`src/rtl/tqvp_dlmiles_i2c_xfifo.sv`:
```
// TX/RX byte buffering between the CPU DATA register and the I2C byte FSM.
// Two first-word-fall-through FIFOs with level counters, watermarks, flush and sticky overrun.
module tqvp_dlmiles_i2c_xfifo #(
    parameter  int DATA_W   = 8,
    parameter  int TX_DEPTH = 4,
    parameter  int RX_DEPTH = 4,
    localparam int TLW      = $clog2(TX_DEPTH) + 1,
    localparam int RLW      = $clog2(RX_DEPTH) + 1
) (
    input  logic              clk,
    input  logic              rst,
    input  logic              tx_flush_i,
    input  logic              rx_flush_i,
    input  logic              wr_valid_i,
    input  logic [DATA_W:0]   wr_data_i,
    output logic [DATA_W:0]   txd_data_o,
    output logic              txd_valid_o,
    input  logic              txd_ready_i,
    input  logic [DATA_W-1:0] rxd_data_i,
    input  logic              rxd_valid_i,
    input  logic              rd_stb_i,
    output logic [DATA_W:0]   rd_data_o,
    output logic [TLW-1:0]    tx_level_o,
    output logic [RLW-1:0]    rx_level_o,
    input  logic [TLW-1:0]    tx_thresh_i,
    input  logic [RLW-1:0]    rx_thresh_i,
    output logic              tx_low_o,
    output logic              rx_high_o,
    output logic              st_tx_full_o,
    output logic              st_tx_empty_o,
    output logic              st_rx_full_o,
    output logic              st_rx_empty_o,
    output logic              st_tx_overrun_o,
    output logic              st_rx_overrun_o
);
    localparam int TPW = $clog2(TX_DEPTH);
    localparam int RPW = $clog2(RX_DEPTH);

    logic [DATA_W:0]   tx_mem_q [TX_DEPTH];
    logic [DATA_W-1:0] rx_mem_q [RX_DEPTH];

    logic [TPW-1:0] tx_wptr_q, tx_wptr_d, tx_rptr_q, tx_rptr_d;
    logic [TLW-1:0] tx_level_q, tx_level_d;
    logic           tx_ovr_q, tx_ovr_d;
    logic [RPW-1:0] rx_wptr_q, rx_wptr_d, rx_rptr_q, rx_rptr_d;
    logic [RLW-1:0] rx_level_q, rx_level_d;
    logic           rx_ovr_q, rx_ovr_d;

    logic tx_full, tx_empty, tx_push, tx_pop, tx_we;
    logic rx_full, rx_empty, rx_push, rx_pop, rx_we;

    // A pop frees a slot in the same edge, so a full FIFO can still accept a push.
    always_comb begin
        tx_full   = (tx_level_q == TLW'(TX_DEPTH));
        tx_empty  = (tx_level_q == '0);
        tx_pop    = ~tx_empty & txd_ready_i;
        tx_push   = wr_valid_i & (~tx_full | tx_pop);
        tx_we     = tx_push & ~tx_flush_i;
        tx_wptr_d  = tx_wptr_q;
        tx_rptr_d  = tx_rptr_q;
        tx_level_d = tx_level_q;
        tx_ovr_d   = tx_ovr_q;
        if (tx_flush_i) begin
            tx_wptr_d  = '0;
            tx_rptr_d  = '0;
            tx_level_d = '0;
            tx_ovr_d   = 1'b0;
        end else begin
            if (tx_push) tx_wptr_d = tx_wptr_q + TPW'(1);
            if (tx_pop)  tx_rptr_d = tx_rptr_q + TPW'(1);
            if (tx_push && !tx_pop)      tx_level_d = tx_level_q + TLW'(1);
            else if (tx_pop && !tx_push) tx_level_d = tx_level_q - TLW'(1);
            if (wr_valid_i && tx_full && !tx_pop) tx_ovr_d = 1'b1;
        end
    end

    // An empty RX FIFO ignores the pop strobe, so push-into-empty is never blocked.
    always_comb begin
        rx_full   = (rx_level_q == RLW'(RX_DEPTH));
        rx_empty  = (rx_level_q == '0);
        rx_pop    = rd_stb_i & ~rx_empty;
        rx_push   = rxd_valid_i & (~rx_full | rx_pop);
        rx_we     = rx_push & ~rx_flush_i;
        rx_wptr_d  = rx_wptr_q;
        rx_rptr_d  = rx_rptr_q;
        rx_level_d = rx_level_q;
        rx_ovr_d   = rx_ovr_q;
        if (rx_flush_i) begin
            rx_wptr_d  = '0;
            rx_rptr_d  = '0;
            rx_level_d = '0;
            rx_ovr_d   = 1'b0;
        end else begin
            if (rx_push) rx_wptr_d = rx_wptr_q + RPW'(1);
            if (rx_pop)  rx_rptr_d = rx_rptr_q + RPW'(1);
            if (rx_push && !rx_pop)      rx_level_d = rx_level_q + RLW'(1);
            else if (rx_pop && !rx_push) rx_level_d = rx_level_q - RLW'(1);
            if (rxd_valid_i && rx_full && !rx_pop) rx_ovr_d = 1'b1;
        end
    end

    always_ff @(posedge clk) begin
        if (rst) begin
            tx_wptr_q  <= '0;
            tx_rptr_q  <= '0;
            tx_level_q <= '0;
            tx_ovr_q   <= 1'b0;
            rx_wptr_q  <= '0;
            rx_rptr_q  <= '0;
            rx_level_q <= '0;
            rx_ovr_q   <= 1'b0;
        end else begin
            tx_wptr_q  <= tx_wptr_d;
            tx_rptr_q  <= tx_rptr_d;
            tx_level_q <= tx_level_d;
            tx_ovr_q   <= tx_ovr_d;
            rx_wptr_q  <= rx_wptr_d;
            rx_rptr_q  <= rx_rptr_d;
            rx_level_q <= rx_level_d;
            rx_ovr_q   <= rx_ovr_d;
        end
    end

    // Storage needs no reset: it is only visible through a non-zero level.
    always_ff @(posedge clk) begin
        if (tx_we) tx_mem_q[tx_wptr_q] <= wr_data_i;
        if (rx_we) rx_mem_q[rx_wptr_q] <= rxd_data_i;
    end

    always_comb begin
        txd_data_o      = tx_mem_q[tx_rptr_q];
        txd_valid_o     = ~tx_empty;
        rd_data_o       = {rx_empty, (rx_empty ? {DATA_W{1'b0}} : rx_mem_q[rx_rptr_q])};
        tx_level_o      = tx_level_q;
        rx_level_o      = rx_level_q;
        tx_low_o        = (tx_level_q <= tx_thresh_i);
        rx_high_o       = (rx_thresh_i != '0) && (rx_level_q >= rx_thresh_i);
        st_tx_full_o    = tx_full;
        st_tx_empty_o   = tx_empty;
        st_rx_full_o    = rx_full;
        st_rx_empty_o   = rx_empty;
        st_tx_overrun_o = tx_ovr_q;
        st_rx_overrun_o = rx_ovr_q;
    end

endmodule

```
`config.mk`:
```
export PLATFORM = sky130hd
export DESIGN_NAME = tqvp_dlmiles_i2c_xfifo
export DESIGN_NICKNAME = d
export VERILOG_FILES = /design/src/rtl/tqvp_dlmiles_i2c_xfifo.sv
export SDC_FILE = /design/constraint.sdc
export NUM_CORES = 1
export LEC_CHECK = 0
export ABC_AREA = 1
export ABC_CLOCK_PERIOD_IN_PS = 2000
export BUFFER_PORTS_ARGS = -buffer_cell sky130_fd_sc_hd__clkbuf_2
export CAP_MARGIN = 25
export CORE_MARGIN = 2
export CORE_UTILIZATION = 58
export CTS_BUF_LIST = sky130_fd_sc_hd__clkbuf_4 sky130_fd_sc_hd__clkbuf_8
export DETAILED_ROUTE_END_ITERATION = 16
export PLACE_DENSITY_LB_ADDON = 0.1
export SLEW_MARGIN = 10
export SYNTH_ARGS = -nofsm -noshare
export SYNTH_HDL_FRONTEND = slang
export SYNTH_SLANG_ARGS = --single-unit
export TNS_END_PERCENT = 30
```
`constraint.sdc`:
```
create_clock -name clk -period 2 [get_ports clk]
set_input_delay 0 -clock clk [delete_from_list [all_inputs] [get_ports clk]]
set_output_delay 0 -clock clk [all_outputs]
set_load 0.01 [all_outputs]
```
==> flow_results.org <==
** Route
- Before antenna repair, the detailed router went through 10 iterations.
- For this block, the initial DRC count from the detailed router was 170.
- The final route contains ~2800 vias.
- Wirelength per Cell :: around 13 um
- Total Wirelength :: roughly 7100 um
- Remaining DRCs :: 2
- The detail route stage leaves a number of antenna-violating nets equal to 0.
- Routed vias/inst :: between 5 and 6

** Finish
- Net count reported at finish :: 508
- Compared with the post-synthesis result, the final layout area differs by 20.8%.
- In the layout the commonest cells are edfxtp_1, clkbuf_2, nor2_1.
- Antenna diode instance count :: 0
- Core utilization of the finished layout :: 0.730
- Share of layout cells above drive strength 1 :: 0.241
- Leaving out fill and tap cells, the most frequent cell in the layout is edfxtp_1.
- Finished Layout Cells :: ~540

** Timing
- The clock arrives with around 0.0051 ns of skew.
- In this run the tightest slew margin relative to its limit is 0.660.
- Slew @ Worst Pin :: about 0.51 ns
- Final worst setup slack :: ~0.16 ns
- Tcrit/Tclk final :: 0.920
- Timing would allow up to around 540 MHz.
- After layout, the minimum clock period comes to between 1.5 and 2 ns.
- After routing, the total negative slack on setup checks comes to 0 ns.
- Setup violations remaining at the end of the flow were counted as 0.
- Setup repair after global routing missed its margin :: no
- Final hold violation count :: 0
- Final Max Slew Viols :: 0

** Placement
- In this run, placement finished with an instance count of a little over 500.
- Placement Setup Slack :: around 0.11 ns
- After legalization and detailed placement, the total HPWL measured 4790 um.
- Port bufs :: between 60 and 70
- The congestion estimate from routability-driven global placement came to roughly 0.86.

** Setup path
- At the worst endpoint, the required time is between 2 and 2.5 ns.
- Critical Path End Type :: flop
- Worst-path maximum fanout :: 5
- For the worst setup path, the data arrival time is between 2 and 2.5 ns.
- Launching element of the worst setup path :: rx_level_o[2]
- Capture point of the critical path :: rx_level_o[2]
- Element type at the critical path start :: flop
- Setup slack of the worst register-to-register path :: around 0.16 ns
- The startpoint identified for the worst register-to-register timing path is rx_level_o[2].
- Class of the most critical setup path :: reg -> reg
- The endpoint identified for the worst register-to-register timing path is rx_level_o[2].
- Path depth of the worst reg2reg path :: 12

** Job
- Max-cap violations in this run came to 0.

** Yosys
- Counting distinct cell types in the post-synthesis netlist gives 25.
- Synth Instances :: approximately 370
- Yosys warning total :: 0
- For this run, the register share of the synthesized area comes to 0.629.
- Synth Area per Inst :: roughly 11 sq um
- After synthesis the cells add up to 3880 sq um.
- The number of nets in the synthesized netlist is a little over 400.
- Counting flops and latches in the post-synthesis netlist gives 88.

** Global route
- GRT Overall Usage :: 0.212
- The number of antenna violations at the first check in global routing was 0.
- Number of global-route vias before repair :: ~2700
- Largest net degree at the start of global routing :: 19
- Summed over all layers, the global routing overflow is 0.
- First-pass GRT wire length :: approximately 12000 um

** Floorplanning
- In this run the core area contains 29 standard-cell rows.
- Area enclosed by the die boundary :: 7360 sq um
- The die is between 80 and 90 um tall.
- The initial utilization of the core area, before any placement, comes to 0.605.
- Core area :: approximately 6400 sq um
- I/O pin count :: 64
- The die is ~86 um wide.

** CTS
- CTS saw 88 sinks.
- CTS tree :: done
- The clock tree synthesis step divided the H-tree into 3 levels.
- Buffers from clock root to sink, at most :: 2
- After clock tree synthesis, the setup repair step added 0 buffers.
- The number of clock buffers added by TritonCTS is 9.
- After clock tree synthesis, the clock-pin slew on the worst setup and hold paths is 0.08 ns.
- In this run the clock root is driven by a clkbuf_8.
- At the later pin of the worst-skew pair, clock insertion delay measures roughly 0.35 ns.

** Outcome
- The checks that failed: design-rule violations.
- Status :: finished, violations left

** Power and ir drop
- VDD sags by at most between 0.5 and 0.6 mV.
- After layout, the design draws a total of 3.72 mW.
- The analysis attributes to cell leakage a power of 1.92 nW.
- Dividing total power by cell area gives a power density of about 790 nW/um^2.

** Min path
- Worst min path class :: in -> reg
-- stage by stage --
step | cell area, sq um | hold slack, ns
after floorplan | 3880 | 0.0989
after global placement | 4280 | 0.216
after detailed placement | 4280 | 0.222
after CTS | 4690 | 0.0209
after global routing | 4690 | 0.0670
final | 4690 | 0.0372
-- state kept, by name, indices dropped and copies added, names as in the netlist, named ones only --
name	cells
tx_mem_q	36
rx_mem_q	32
rx_level_o	3
tx_level_o	3
rx_rptr_q	2
rx_wptr_q	2
tx_rptr_q	2
tx_wptr_q	2
st_rx_overrun_o	1
st_tx_overrun_o	1
-- per-layer routing --
metal	vias to the layer above	global-route usage	routed length, um
li1	1421	-	-
met1	1262	0.271	3190
met2	63	0.362	3480
met3	12	0.0327	254
met4	0	0.0938	142
met5	-	0	0
-- power breakdown --
part	total, mW	internal, mW	switching [mW]	leakage (nW)
combinational	0.486	0.198	0.289	1.04
clock	1.19	0.579	0.606	0.101
sequential	2.05	2.01	0.0349	0.781
total	3.72	2.79	0.930	1.92
-- cells by family (layout without fill, tap and decap cells) --
logic type | count (synthesis) | in the layout | synth area share
flip-flops | 88 | 88 | 0.629
AO/OA/AOI/OAI | 73 | 73 | 0.0976
buffers and inverters | 58 | 157 | 0.0657
adder cells (fa/ha/maj) | 18 | 18 | 0.0619
AND/OR/NAND/NOR | 128 | 128 | 0.146
-- cell type report --
type | instances | area (sq um)
Multi-Input combinational cell | 219 | 1180
Sequential cell | 88 | 2450
Clock buffer | 9 | 124
Timing Repair Buffer | 91 | 578
Clock inverter | 7 | 70.1
Tap cell | 77 | 96.3
Inverter | 50 | 190
Fill cell | 473 | 1730
-- cells in the mapped netlist --
library cell  number  area, sq um
nand3_1           12         60.1
nor2_1            62          233
nor2_2             5         31.3
inv_1             43          161
buf_2              1         5.00
inv_4              1         6.26
nand2_4            1         11.3
o22ai_1            9         56.3
nor2_4             2         22.5
o211ai_1           1         7.51
buf_6              2         22.5
inv_2              6         22.5
o21ai_0           27          135
ha_1              16          200
a21oi_1           26          130
edfxtp_1          68         2040
nand4_1            2         12.5
dfxtp_1           20          400
nand2_1           34          128
buf_4              5         37.5
nand2_2            6         37.5
nand3_2            2         20.0
nor3_1             2         10.0
fa_1               2         40.0
o21ai_1           10         50.1
-- critical path, cell delays in order (launching register included) --
cell	delay, ns
dfxtp_1	0.37
inv_1	0.16
nand2_2	0.11
nand2_2	0.09
ha_1	0.16
inv_1	0.08
fa_1	0.40
inv_1	0.08
nand2_1	0.05
nand3_1	0.10
nand2_1	0.06
nand2_1	0.06
nor2_1	0.04
-- timing repair --
item	CTS	global route
hold endpoints to repair	80	0
gates resized for setup	0	4
hold buffers	21	0
endpoints found under the setup margin	0	2
-- worst min path at each step --
stage / start / endpoint / slack, ns / cells past startpoint
floorplan: rxd_data_i[0] / rx_mem_q[0][0] / 0.1 / 0
global placement: rxd_data_i[7] / rx_mem_q[3][7] / 0.22 / 1
detailed placement: wr_data_i[8] / tx_mem_q[0][8] / 0.22 / 1
CTS: rst / rx_rptr_q[0] / 0.02 / 4
global route: rst / rx_level_o[1] / 0.07 / 4
finish: rst / rx_level_o[1] / 0.04 / 4
(Power assumes the default switching activity.)
